$ cat src/rtl/spart_rx.sv
// -----------------------------------------------------------------------------
// spart_rx
//
// Receive stage of the SPART. Uses the oversampled baud tick from the baud-rate
// generator to find the start bit of an asynchronous 8N1 (LSB first) frame on
// rxd. It samples each data bit at mid-bit and presents the assembled byte to
// the bus interface, together with a data-available flag and error flags.
//
// Parameters
//   DATA_BITS   data bits per frame (5..8)
//   OVERSAMPLE  enable ticks per bit period (even, >= 4)
//
// Ports
//   clk          system clock, rising edge
//   rst_n        asynchronous active-low reset
//   enable       one-clk-wide baud tick (OVERSAMPLE ticks per bit)
//   rxd          serial receive line, idles high
//   rd           one-clk-wide read strobe, acknowledges the held byte
//   rx_data      last received byte
//   rda          receive data available
//   framing_err  stop bit of the held byte was sampled low
//   overrun_err  a byte completed while rda was still set
//
// Build option
//   SPART_RX_SYNC_EN  when defined, rxd passes through a two-flop synchroniser
//                     (flops reset to 1) before the FSM, which adds two clk of
//                     latency to every sample. When undefined, rxd is sampled
//                     directly. Use the undefined build only when rxd is
//                     already synchronous to clk.
// -----------------------------------------------------------------------------
module spart_rx #(
    parameter int DATA_BITS  = 8,
    parameter int OVERSAMPLE = 16
) (
    input  logic                 clk,
    input  logic                 rst_n,
    input  logic                 enable,
    input  logic                 rxd,
    input  logic                 rd,
    output logic [DATA_BITS-1:0] rx_data,
    output logic                 rda,
    output logic                 framing_err,
    output logic                 overrun_err
);

    localparam int TW = $clog2(OVERSAMPLE);
    localparam int BW = $clog2(DATA_BITS);

    localparam logic [TW-1:0] MID_TICK  = TW'(OVERSAMPLE / 2 - 1);
    localparam logic [TW-1:0] LAST_TICK = TW'(OVERSAMPLE - 1);
    localparam logic [BW-1:0] LAST_BIT  = BW'(DATA_BITS - 1);

    typedef enum logic [1:0] {
        IDLE,
        START,
        DATA,
        STOP
    } state_t;

    state_t               state;
    state_t               state_next;
    logic [TW-1:0]        tick_cnt;
    logic [TW-1:0]        tick_next;
    logic [BW-1:0]        bit_cnt;
    logic [BW-1:0]        bit_next;
    logic [DATA_BITS-1:0] shift;
    logic                 shift_en;
    logic                 complete;
    logic                 rxd_s;

`ifdef SPART_RX_SYNC_EN
    logic sync_1;
    logic sync_2;

    // Two-flop synchroniser for the asynchronous line. Both flops reset to the
    // idle level so that a reset does not look like a start bit.
    always_ff @(posedge clk or negedge rst_n) begin
        if (!rst_n) begin
            sync_1 <= 1'b1;
            sync_2 <= 1'b1;
        end else begin
            sync_1 <= rxd;
            sync_2 <= sync_1;
        end
    end

    assign rxd_s = sync_2;
`else
    assign rxd_s = rxd;
`endif

    // State, tick counter and bit counter registers. All the decisions are
    // made in the combinational block below. Here the values are only captured.
    always_ff @(posedge clk or negedge rst_n) begin
        if (!rst_n) begin
            state    <= IDLE;
            tick_cnt <= '0;
            bit_cnt  <= '0;
        end else begin
            state    <= state_next;
            tick_cnt <= tick_next;
            bit_cnt  <= bit_next;
        end
    end

    // Next-state logic. Nothing moves without a baud tick. START waits half a
    // bit so that every later sample lands at mid-bit. DATA and STOP then step
    // one full bit at a time. STOP returns to IDLE at mid-stop, so the next
    // start bit can follow straight after the stop bit.
    always_comb begin
        state_next = state;
        tick_next  = tick_cnt;
        bit_next   = bit_cnt;
        shift_en   = 1'b0;
        complete   = 1'b0;
        if (enable) begin
            case (state)
                IDLE: begin
                    if (!rxd_s) begin
                        tick_next  = '0;
                        bit_next   = '0;
                        state_next = START;
                    end
                end
                START: begin
                    if (tick_cnt == MID_TICK) begin
                        tick_next  = '0;
                        state_next = rxd_s ? IDLE : DATA;
                    end else begin
                        tick_next = tick_cnt + 1'b1;
                    end
                end
                DATA: begin
                    if (tick_cnt == LAST_TICK) begin
                        tick_next = '0;
                        shift_en  = 1'b1;
                        if (bit_cnt == LAST_BIT) begin
                            bit_next   = '0;
                            state_next = STOP;
                        end else begin
                            bit_next = bit_cnt + 1'b1;
                        end
                    end else begin
                        tick_next = tick_cnt + 1'b1;
                    end
                end
                STOP: begin
                    if (tick_cnt == LAST_TICK) begin
                        tick_next  = '0;
                        complete   = 1'b1;
                        state_next = IDLE;
                    end else begin
                        tick_next = tick_cnt + 1'b1;
                    end
                end
                default: begin
                    state_next = IDLE;
                end
            endcase
        end
    end

    // Shift register. Bits arrive LSB first, so each new bit enters at the
    // top. After DATA_BITS shifts, the first bit received sits in bit 0.
    always_ff @(posedge clk or negedge rst_n) begin
        if (!rst_n) begin
            shift <= '0;
        end else if (shift_en) begin
            shift <= {rxd_s, shift[DATA_BITS-1:1]};
        end
    end

    // Bus-facing holding register and flags. When a frame completes on the
    // same edge as a read strobe, the new frame wins. In that case rda stays
    // set and no overrun is reported, because the old byte was just read.
    // A read clears the flags only. rx_data keeps its value so that software
    // can still look at it.
    always_ff @(posedge clk or negedge rst_n) begin
        if (!rst_n) begin
            rx_data     <= '0;
            rda         <= 1'b0;
            framing_err <= 1'b0;
            overrun_err <= 1'b0;
        end else if (complete) begin
            rx_data     <= shift;
            rda         <= 1'b1;
            framing_err <= ~rxd_s;
            overrun_err <= rda & ~rd;
        end else if (rd) begin
            rda         <= 1'b0;
            framing_err <= 1'b0;
            overrun_err <= 1'b0;
        end
    end

endmodule

$ cat config.mk
export PLATFORM = sky130hd
export DESIGN_NAME = spart_rx
export DESIGN_NICKNAME = d
export VERILOG_FILES = /design/src/rtl/spart_rx.sv
export SDC_FILE = /design/constraint.sdc
export NUM_CORES = 1
export LEC_CHECK = 0
export CAP_MARGIN = 20
export CORE_MARGIN = 2
export CORE_UTILIZATION = 53
export DETAILED_ROUTE_END_ITERATION = 12
export HOLD_SLACK_MARGIN = 0.15
export PLACE_DENSITY = 0.75
export SLEW_MARGIN = 15
export SYNTH_ARGS = -nofsm -noshare
export SYNTH_HDL_FRONTEND = slang
export SYNTH_SLANG_ARGS = --single-unit
$ cat constraint.sdc
create_clock -name clk -period 3.65 [get_ports clk]
set_clock_uncertainty 0.05 [all_clocks]
set_input_delay 0.365 -clock clk [delete_from_list [all_inputs] [get_ports clk]]
set_output_delay 0.365 -clock clk [all_outputs]
set_load 0.03 [all_outputs]
Word level (Yosys, flattened, before mapping)
Cells that the tools add are included.
{"block": "word_totals", "reg_bits": 28, "latch_bits": 0, "mem_bits_rw": 0, "mem_bits_ro": 0, "inputBits": 5, "output_inout_bits": 11, "memories": 0}
{"block": "classes", "addsub": 2, "multipliers": 0, "div": 0, "order_cmp": 0, "eq_ne": 11, "shifts": 0, "muxes": 24, "n_bitwise": 3, "reduce_logical": 7}
{"cell": "$mux W2", "n": 6}
{"cell": "$mux W4", "n": 3}
{"cell": "$pmux W4 S3", "n": 1}
{"cell": "$ne A2 B2 Y1 const B", "n": 5}
{"cell": "$mux W1", "n": 9}
{"cell": "$mux W3", "n": 3}
{"cell": "$pmux W2 S4", "n": 1}
{"cell": "$pmux W3 S2", "n": 1}
{"cell": "$reduce_and A6 Y1", "n": 1}
{"cell": "$add A4 B1 Y4 const B", "n": 1}
{"cell": "$eq A2 B2 Y1 const B", "n": 2}
{"cell": "$eq A4 B3 Y1 const B", "n": 1}
{"cell": "$eq A4 B4 Y1 const B", "n": 1}
{"cell": "$reduce_and A4 Y1", "n": 1}
{"cell": "$reduce_bool A2 Y1", "n": 2}
{"cell": "$add A3 B1 Y3 const B", "n": 1}
{"cell": "$eq A3 B3 Y1 const B", "n": 1}
{"cell": "$eq A2 B1 Y1 const B", "n": 1}
{"cell": "$logic_not A2 Y1", "n": 1}
{"cell": "$not A1 Y1", "n": 2}
{"cell": "$reduce_and A2 Y1", "n": 1}
{"cell": "$reduce_or A2 Y1", "n": 1}
{"cell": "$and A1 B1 Y1", "n": 1}

Logic depth before layout (Yosys ltp)
Gate-level depths: netlist of run 1.
{"block": "depth", "word_depth": 5, "ltp_mapped": 5}

Least setup slack after synthesis of run 1
Ideal clock, no wire load.
{"block": "synth_path", "path_type": "register -> register", "start": "register tick_cnt[0]", "end": "register shift[7]", "t_arrival_ps": 1529, "t_required_ps": 3475, "path_slack_ps": 1946, "path_stages_with_launch": 5, "path_buffers": 0, "synth_period_minus_slack_ps": 1704, "path_cell_list": "dfrtp_1 ha_1 nand2_2 nor4_4 mux2_2"}
{"block": "synth_between", "elab_chain_cells": 4}
{"element": "from (decl)", "line": "62", "text": "logic [TW-1:0] tick_cnt;"}
{"element": "from (signal assigned)", "line": "101", "text": "tick_cnt <= tick_next;"}
{"element": "$eq A4 B4 Y1", "line": "134", "text": "if (tick_cnt == LAST_TICK) begin"}
{"element": "$mux W1", "line": "134"}
{"element": "$mux W1", "line": "117", "text": "case (state)"}
{"element": "$mux W1", "line": "116", "text": "if (enable) begin"}
{"element": "to (signal assigned)", "line": "169", "text": "shift <= {rxd_s, shift[DATA_BITS-1:1]};"}
{"element": "to (decl)", "line": "66", "text": "logic [DATA_BITS-1:0] shift;"}
No other way between the ends.
A chain may end at the register's enable or synchronous reset.

Worst setup path in the final report of run 1
{"block": "layout_path", "start": "register tick_cnt[0]", "end": "register rx_data[4]"}
{"block": "layout_between", "elab_chain_cells": 4}
{"element": "$eq A4 B4 Y1", "line": "148", "text": "if (tick_cnt == LAST_TICK) begin"}
{"element": "$mux W1", "line": "148"}
{"element": "$mux W1", "line": "117"}
{"element": "$mux W1", "line": "116"}
{"element": "to (signal assigned)", "line": "185", "text": "rx_data <= shift;"}
{"element": "to (decl)", "line": "40", "text": "output logic [DATA_BITS-1:0] rx_data,"}
No other way between the ends.

==> results of run 1 <==
[cell usage in the layout (no fill, tap or decap), types with 2 or more instances in the layout]
cell / instances
mux2_2: 16
nor2_1: 3
nand3_1: 9
mux2i_1: 2
o21ai_0: 8
nand2_1: 2
o31ai_1: 2
clkdlybuf4s50_1: 15
nand2b_1: 2
clkbuf_4: 3
dfrtp_1: 28
ha_1: 3
o2111ai_1: 2
nand4_1: 4
nor2b_1: 5
[state kept, by name, indices dropped and copies added (netlist names), named ones only]
| name | count |
|---|---|
| bit_cnt | 3 |
| shift | 8 |
| overrun_err | 1 |
| rx_data | 8 |
| framing_err | 1 |
| state | 1 |
| tick_cnt | 4 |
| rda | 1 |
[worst paths after layout]
path,to,depth (start not counted),startpoint
max in group asynchronous,shift[6],2,rst_n
min in group clk,rx_data[6],1,rx_data[6]
worst min-delay path,bit_cnt[2],2,rst_n
worst max register to register,rx_data[4],4,tick_cnt[0]
worst min register to register,rx_data[6],1,rx_data[6]
worst max-delay path,rx_data[4],4,tick_cnt[0]
[routing by layer]
metal	vias up	wire, µm	global-route usage (%)	part of all wire, %
li1	428	-	-	-
met1	455	1100	25.4	47
met2	25	1110	31.9	48
met3	4	82	2.50	3.5
met4	0	21	6.84	0.91
met5	-	0	0	0
[logic make-up after synthesis]
family | Yosys count | synth area share (%)
buf+inv | 7 | 2.79
fa+ha+maj | 3 | 2.88
mux | 18 | 15.4
compound gates | 20 | 10.3
simple gates | 30 | 14.1
flops | 28 | 53.8
xor+xnor | 1 | 0.673
[final cells by class]
| cell class | instances | area, µm² | share of cell area, % |
|---|---|---|---|
| clock buffer | 3 | 22.5 | 1.48 |
| clock inverter | 1 | 30.0 | 1.98 |
| inverter | 2 | 7.51 | 0.495 |
| multi-input combinational | 72 | 564 | 37.2 |
| sequential | 28 | 701 | 46.2 |
| tap | 28 | 35.0 | 2.31 |
| timing repair buffer | 16 | 158 | 10.4 |
[power groups by stage]
stage	Combinational, mW	Sequential, mW	Clock, mW
detailed placement	0.202	0.446	0
global route	0.240	0.449	0.218
finish	0.204	0.442	0.199
global placement	0.195	0.441	0
floorplan	0.204	0.397	0
CTS	0.206	0.440	0.204
[critical path: cells and delay by family (launching register included)]
kind | cells | cell delay, ns
adders and majority gates | 1 | 0.30
DFF | 1 | 0.43
muxes | 1 | 0.42
and+or+nand+nor | 2 | 0.66
[per-stage QoR]
| step | area, µm² | setup WS (ns) | utilization, % | hold WS, ns | power [mW] |
|---|---|---|---|---|---|
| 2_1_floorplan | 1300 | 1.95 | - | 0.0194 | 0.601 |
| 3_3_place_gp | 1470 | 1.47 | 64.4 | 0.439 | 0.635 |
| 3_5_place_dp | 1470 | 1.41 | 64.4 | 0.444 | 0.648 |
| 4_1_cts | 1520 | 1.65 | 66.7 | 0.353 | 0.850 |
| 5_1_grt | 1520 | 1.50 | 66.7 | 0.373 | 0.907 |
| 6_report | 1520 | 1.68 | 66.7 | 0.340 | 0.846 |
==> results.json, run 1 <==
{
  "slowest_stage": "dfrtp_1",
  "regToRegSetupSlack_ns": 1.68,
  "yosys_most_used_dff": "dfrtp_1",
  "max_freq_ghz": 0.507,
  "drcViolationCount": 0,
  "status": "complete, no violations",
  "p_switching_uw": 283,
  "cpPeakStageDelay_ns": 0.43,
  "die_w_um": 53.6,
  "power.leakage_nw": 0.684,
  "p_seq_share_pct": 52.3,
  "synth_area_leaders": "dfrtp_1 (54%), mux2_2 (14%), nand3_1 (3.5%)",
  "synth_top_area_share_pct": 53.8,
  "hold_violations": 0,
  "nFillCells": 176,
  "globalplace.congestion": 0.802,
  "synth_cell_types": 32,
  "switching_share_pct": 33.5,
  "grt_pass1_wl_mm": 3.95,
  "antenna_left": 0,
  "cts-root-buf": "clkbuf_4",
  "cts_made_buffers": 3,
  "grt_usage_pct": 19.0,
  "cts_max_level": 1,
  "drv_slew": 0,
  "dp.cells": 146,
  "globalRoute.totalOverflow": 0,
  "chipHeight_um": 53.6,
  "synthesis.nets": 115,
  "crit_required_ns": 3.82,
  "intPower_uw": 563,
  "wl_per_cell_um": 15.4,
  "ys_seq_area_share_pct": 53.8,
  "period_share_pct": 54.0,
  "finalSetupTns_ns": 0,
  "period_needed_ns": 1.97,
  "peakVddDrop_mv": 0.354,
  "critical_path.startpoint_type": "register",
  "clk_pin_slew_ns": 0.15,
  "pwr-share-clk_pct": 23.6,
  "ys.warnings.count": 0,
  "drive_gt1_share_pct": 21.3,
  "power_density_nw_per_um2": 557,
  "cts_tree": "built",
  "instances_no_fill": 150,
  "detail_route.iter0.violations": 15,
  "ioPinCount": 16,
  "start_util_pct": 57.2,
  "yosys.area.top_type": "dfrtp_1",
  "cts_hold_buf": 0,
  "tightest_slew_ns": 0.546,
  "ys_ff_latch": 28,
  "relSlewSlack_pct": 63.3,
  "grt_pass1_vias": 922,
  "core_area_um2": 2280,
  "synth_common_cells": "dfrtp_1 (28), mux2_2 (16), nand3_1 (9)",
  "num_antenna_cells": 0,
  "cts_max_path_buffers": 2,
  "cp.arrival_ns": 2.14,
  "antenna_found_initial": 0,
  "worstPathCellList": "ha_1 > and4_2 > nand3_1 > mux2_2",
  "area.growth.synth_to_final_pct": 16.6,
  "grt_max_degree": 29,
  "syn_area_um2": 1300,
  "clkSinkCount": 28,
  "setup_viol": 0,
  "post-cts-setup-buffer-count": 0,
  "crit_path_end_kind": "register",
  "vias": 912,
  "combPwrFrac_pct": 24.2,
  "cts_resized": 0,
  "rsz0062_at_grt": "false",
  "synth.avg_cell_area_um2": 12.2,
  "clock_latency_ns": 0.32,
  "std_cell_rows": 17,
  "io_buffers": 15,
  "synth_most_common_cell": "dfrtp_1",
  "crit_type": "reg2reg",
  "dr.pass1.iters": 4,
  "final_nets": 131,
  "die_area_um2": 2870,
  "wl_mm": 2.31,
  "vias_per_cell": 6.08,
  "min-delay-path-class": "in2async",
  "hpwl_mm": 1.69,
  "synth-edff-count": 0,
  "path_max_fanout": 11,
  "maxCapViolations": 0,
  "synth_cells": 107,
  "async_reset_ff_share_pct": 100
}
No activity file was read; power rests on OpenSTA's default activity.
==> run 2: changes to the inputs <==
CORE_UTILIZATION = 48   (was 53)
PLACE_DENSITY = 0.71   (was 0.75)
clock period = 1.7 ns   (was 3.65 ns; I/O delays follow)
==> run 2 against run 1 <==
Critical path depth rose by 1; clock power increased by 120%; die area is 9.6% higher; critical path type unchanged; clock-buffer cell count did not move; global-route usage fell by 1.5 points; combinational power rose to 3.2 times the previous value; worst hold slack improved by 0.13 ns; routed wire length grew 8.1%; register-to-register slack lost 1.6 ns; sequential power is 98% higher.
==> results.json, run 2 (same netlist as run 1, synthesis figures left out) <==
{
  "dr.pass1.iters": 4,
  "globalRoute.totalOverflow": 0,
  "die_w_um": 56.1,
  "detail_route.iter0.violations": 17,
  "antenna_found_initial": 0,
  "start_util_pct": 51.6,
  "setup_viol": 0,
  "final_nets": 143,
  "cts-root-buf": "clkbuf_4",
  "die_area_um2": 3140,
  "worstPathCellList": "ha_4 > nand2_2 > nor4_4 > buf_6 > mux2_2",
  "layout_common_cells": "dfrtp_1 (28), mux2_2 (16), clkdlybuf4s50_1 (15)",
  "reg_top3": "rx_data: 8 flops, shift: 8 flops, tick_cnt: 4 flops",
  "cts_max_path_buffers": 2,
  "relSlewSlack_pct": 76.2,
  "crit_type": "reg2reg",
  "drv_slew": 0,
  "hpwl_mm": 1.80,
  "drcViolationCount": 0,
  "cts_made_buffers": 3,
  "postLayoutCellArea_um2": 1630,
  "cpPeakStageDelay_ns": 0.44,
  "grt_usage_pct": 17.5,
  "maxCapViolations": 0,
  "final_common_cell": "dfrtp_1",
  "drive_gt1_share_pct": 28.4,
  "hold_violations": 0,
  "path_buf_inv": 1,
  "crit_path_end_kind": "register",
  "slowest_stage": "dfrtp_1",
  "power_density_nw_per_um2": 1210,
  "cp.arrival_ns": 1.82,
  "clkSinkCount": 28,
  "max_freq_ghz": 0.612,
  "critical_path.startpoint_type": "register",
  "core_area_um2": 2520,
  "dpl-instance-area_um2": 1560,
  "fin_hold_ws_ns": 0.472,
  "post-route-util_pct": 64.6,
  "min-delay-path-class": "reg2reg",
  "nFillCells": 209,
  "cts_max_level": 1,
  "status": "complete, no violations",
  "grt_pass1_vias": 925,
  "cts_tree": "built",
  "vias_per_cell": 5.61,
  "io_buffers": 15,
  "period_needed_ns": 1.63,
  "chipHeight_um": 56.1,
  "vias": 920,
  "period_share_pct": 96.2,
  "power.leakage_nw": 0.743,
  "area.growth.synth_to_final_pct": 25.2,
  "grt_pass1_wl_mm": 4.32,
  "num_antenna_cells": 0,
  "wl_mm": 2.50,
  "tightest_slew_ns": 0.358,
  "crit_required_ns": 1.88,
  "globalplace.congestion": 0.811,
  "grt_max_degree": 29,
  "cpLargestDelayFamily": "flip-flops",
  "antenna_left": 0,
  "peakVddDrop_mv": 0.941,
  "clock_latency_ns": 0.33,
  "ioPinCount": 16,
  "wl_per_cell_um": 15.3,
  "std_cell_rows": 18,
  "clk_pin_slew_ns": 0.15,
  "path_max_fanout": 8
}
-- run 2: cell count changes in the layout (fill, tap and decap cells not counted), sizes merged --
cell / before / now
dlygate4sd3: 0 / 1
buf: 1 / 12
-- run 2: area by class of cell --
type | count | area (µm²) | share of cell area, %
clock inverters | 1 | 30.0 | 1.84
repair buffers | 28 | 254 | 15.6
inverters | 2 | 7.51 | 0.461
flip-flops and latches | 28 | 701 | 43.0
multi-input cells | 72 | 577 | 35.4
clock buffers | 3 | 22.5 | 1.38
well taps | 30 | 37.5 | 2.30
-- run 2: routing by layer --
metal	track usage, %	wire, µm
met1	24.5	1150
met2	27.9	1260
met3	2.56	71
met4	6.12	15
met5	0	0
-- run 2: repair_timing --
item,CTS,global route
buffers inserted,0,1
hold buffers,1,0
endpoints found under the setup margin,0,8
gates resized for setup,0,1
endpoints found under the hold margin,28,0
-- run 2: final timing paths --
path                             start  depth (start not counted)  slack [ns]          to
min in group asynchronous        rst_n                          3        0.68  bit_cnt[2]
setup reg to reg           tick_cnt[1]                          5        0.07    shift[3]
hold reg to reg             rx_data[2]                          1        0.47  rx_data[2]
setup / recovery           tick_cnt[1]                          5        0.07    shift[3]
hold / removal              rx_data[2]                          1        0.47  rx_data[2]
max in group asynchronous        rst_n                          3        0.65  rx_data[6]
-- run 2: metrics by stage --
step                      worst slack [ns]   TNS, ns  std cells  power (mW)
after floorplan                     0.0181         0        107        1.31
after global placement              0.0149         0        158        1.49
after detailed placement           -0.0103   -0.0267        158        1.53
after CTS                           0.0257         0        163        1.97
after global routing              -0.00217  -0.00217        164        2.10
final                               0.0653         0        164        1.97
-- run 2: power by group --
part / switching, mW / total [mW] / leakage [nW] / internal, mW
registers: 0.107 / 0.876 / 0.365 / 0.768
logic: 0.344 / 0.658 / 0.350 / 0.314
clock network: 0.199 / 0.437 / 0.0279 / 0.238
==> run 3: changes to the inputs <==
CAP_MARGIN = 0   (was 20)
CORE_UTILIZATION = 53   (was 48)
PLACE_DENSITY = 0.75   (was 0.71)
clock period = 2.12 ns   (was 1.7 ns; I/O delays follow)
==> run 3 against run 2 <==
Routed wire length shrank 5.8%; global-route usage rose by 2.5 points; core utilization increased by 2.8 points; combinational power down 46%; non-clock buffer count down 10; highest routed layer unchanged.
==> results.json, run 3 (same netlist as run 1, synthesis figures left out) <==
{
  "wl_per_cell_um": 15.5,
  "crit_required_ns": 2.29,
  "critical_path.startpoint_type": "register",
  "cts_made_buffers": 3,
  "globalplace.congestion": 0.810,
  "die_area_um2": 2870,
  "layout_common_cells": "dfrtp_1 (28), mux2_2 (16), clkdlybuf4s50_1 (15)",
  "crit_path_end_kind": "register",
  "clock_latency_ns": 0.32,
  "clkSinkCount": 28,
  "antenna_found_initial": 0,
  "postLayoutCellArea_um2": 1530,
  "hold_violations": 0,
  "dr.pass1.iters": 4,
  "rsz0062_at_grt": "false",
  "crit_type": "reg2reg",
  "reg_top3": "rx_data: 8 flops, shift: 8 flops, tick_cnt: 4 flops",
  "grt_pass1_wl_mm": 4.06,
  "cp.arrival_ns": 2.01,
  "core_area_um2": 2280,
  "maxCapViolations": 0,
  "finalSetupTns_ns": 0,
  "wl_mm": 2.36,
  "status": "complete, no violations",
  "grt_pass1_vias": 900,
  "std_cell_rows": 17,
  "tightest_slew_ns": 0.454,
  "period_needed_ns": 1.84,
  "dr_wl_met2_mm": 1.11,
  "globalRoute.totalOverflow": 0,
  "drv_slew": 0,
  "die_w_um": 53.6,
  "cts_max_path_buffers": 2,
  "area.growth.synth_to_final_pct": 17.8,
  "drcViolationCount": 0,
  "drive_gt1_share_pct": 22.6,
  "multi_input_area_um2": 564,
  "wl_met1_mm": 1.12,
  "min-delay-path-class": "in2async",
  "cts-root-buf": "clkbuf_4",
  "wl_met3_um": 90,
  "start_util_pct": 57.2,
  "io_buffers": 15,
  "power.leakage_nw": 0.694,
  "ioPinCount": 16,
  "highest_layer": "met4",
  "setup_viol": 0,
  "max_freq_ghz": 0.543,
  "chipHeight_um": 53.6,
  "cpPeakStageDelay_ns": 0.44,
  "nFillCells": 177,
  "peakVddDrop_mv": 0.577,
  "hpwl_mm": 1.73,
  "relSlewSlack_pct": 69.7,
  "vias": 899,
  "worstPathCellList": "ha_1 > nand2_2 > nor4_4 > buf_4 > mux2_2",
  "grt_max_degree": 29,
  "cts_tree": "built",
  "cts_resized": 0,
  "period_share_pct": 86.9,
  "vias_per_cell": 5.91,
  "dpl-instance-area_um2": 1480,
  "final_nets": 133,
  "path_max_fanout": 8,
  "cts_hold_buf": 0,
  "antenna_left": 0,
  "regArea_um2": 701,
  "power_density_nw_per_um2": 950,
  "cts_max_level": 1,
  "clk_pin_slew_ns": 0.14,
  "post-cts-setup-buffer-count": 0,
  "detail_route.iter0.violations": 16,
  "num_antenna_cells": 0,
  "final_common_cell": "dfrtp_1",
  "grt_usage_pct": 20.1,
  "slowest_stage": "dfrtp_1"
}
## run 3: cell count changes in the layout (fill, tap and decap cells not counted), sizes merged
cell,before,now
dlygate4sd3,1,0
buf,12,3
## run 3: worst paths after layout
kind                               end  cells after the start         from  slack (ns)
min reg2reg                 rx_data[4]                      1   rx_data[4]        0.47
min                        overrun_err                      2        rst_n        0.20
max reg2reg                   shift[7]                      5  tick_cnt[0]        0.28
max                           shift[7]                      5  tick_cnt[0]        0.28
max in group asynchronous     shift[7]                      2        rst_n        1.56
min in group clk            rx_data[4]                      1   rx_data[4]        0.47
## run 3: critical path, delay by kind of cell, from the launching register on
family	cells	cell delay, ns
muxes	1	0.36
buffers and inverters	1	0.21
and+or+nand+nor	2	0.37
adders and majority gates	1	0.31
DFF	1	0.44
## run 3: metal layers
layer	global-route usage [%]	vias to the layer above
met5	0	-
met4	9.40	0
met3	3.89	6
met2	31.3	25
met1	27.1	439
li1	-	429
## run 3: cell type report
| type | count | share of cell area, % |
|---|---|---|
| tap | 28 | 2.29 |
| clock inverter | 1 | 1.96 |
| multi-input combinational | 72 | 36.8 |
| clock buffer | 3 | 1.47 |
| sequential | 28 | 45.7 |
| timing repair buffer | 18 | 11.3 |
| inverter | 2 | 0.490 |
## run 3: metrics by stage
step                cells  worst slack [ns]  total power [mW]  utilization, %  hold slack (ns)
global placement      148             0.290              1.09            65.0            0.438
CTS                   152             0.283              1.47            67.3            0.202
detailed placement    148             0.224              1.13            65.0            0.444
global route          152             0.170              1.56            67.3            0.211
floorplan             107             0.416              1.03               -           -0.134
finish                152             0.278              1.46            67.3            0.199
## run 3: where the power goes
group | switching, mW | internal, mW
combinational | 0.191 | 0.162
clock | 0.151 | 0.191
sequential | 0.145 | 0.615
total | 0.488 | 0.968
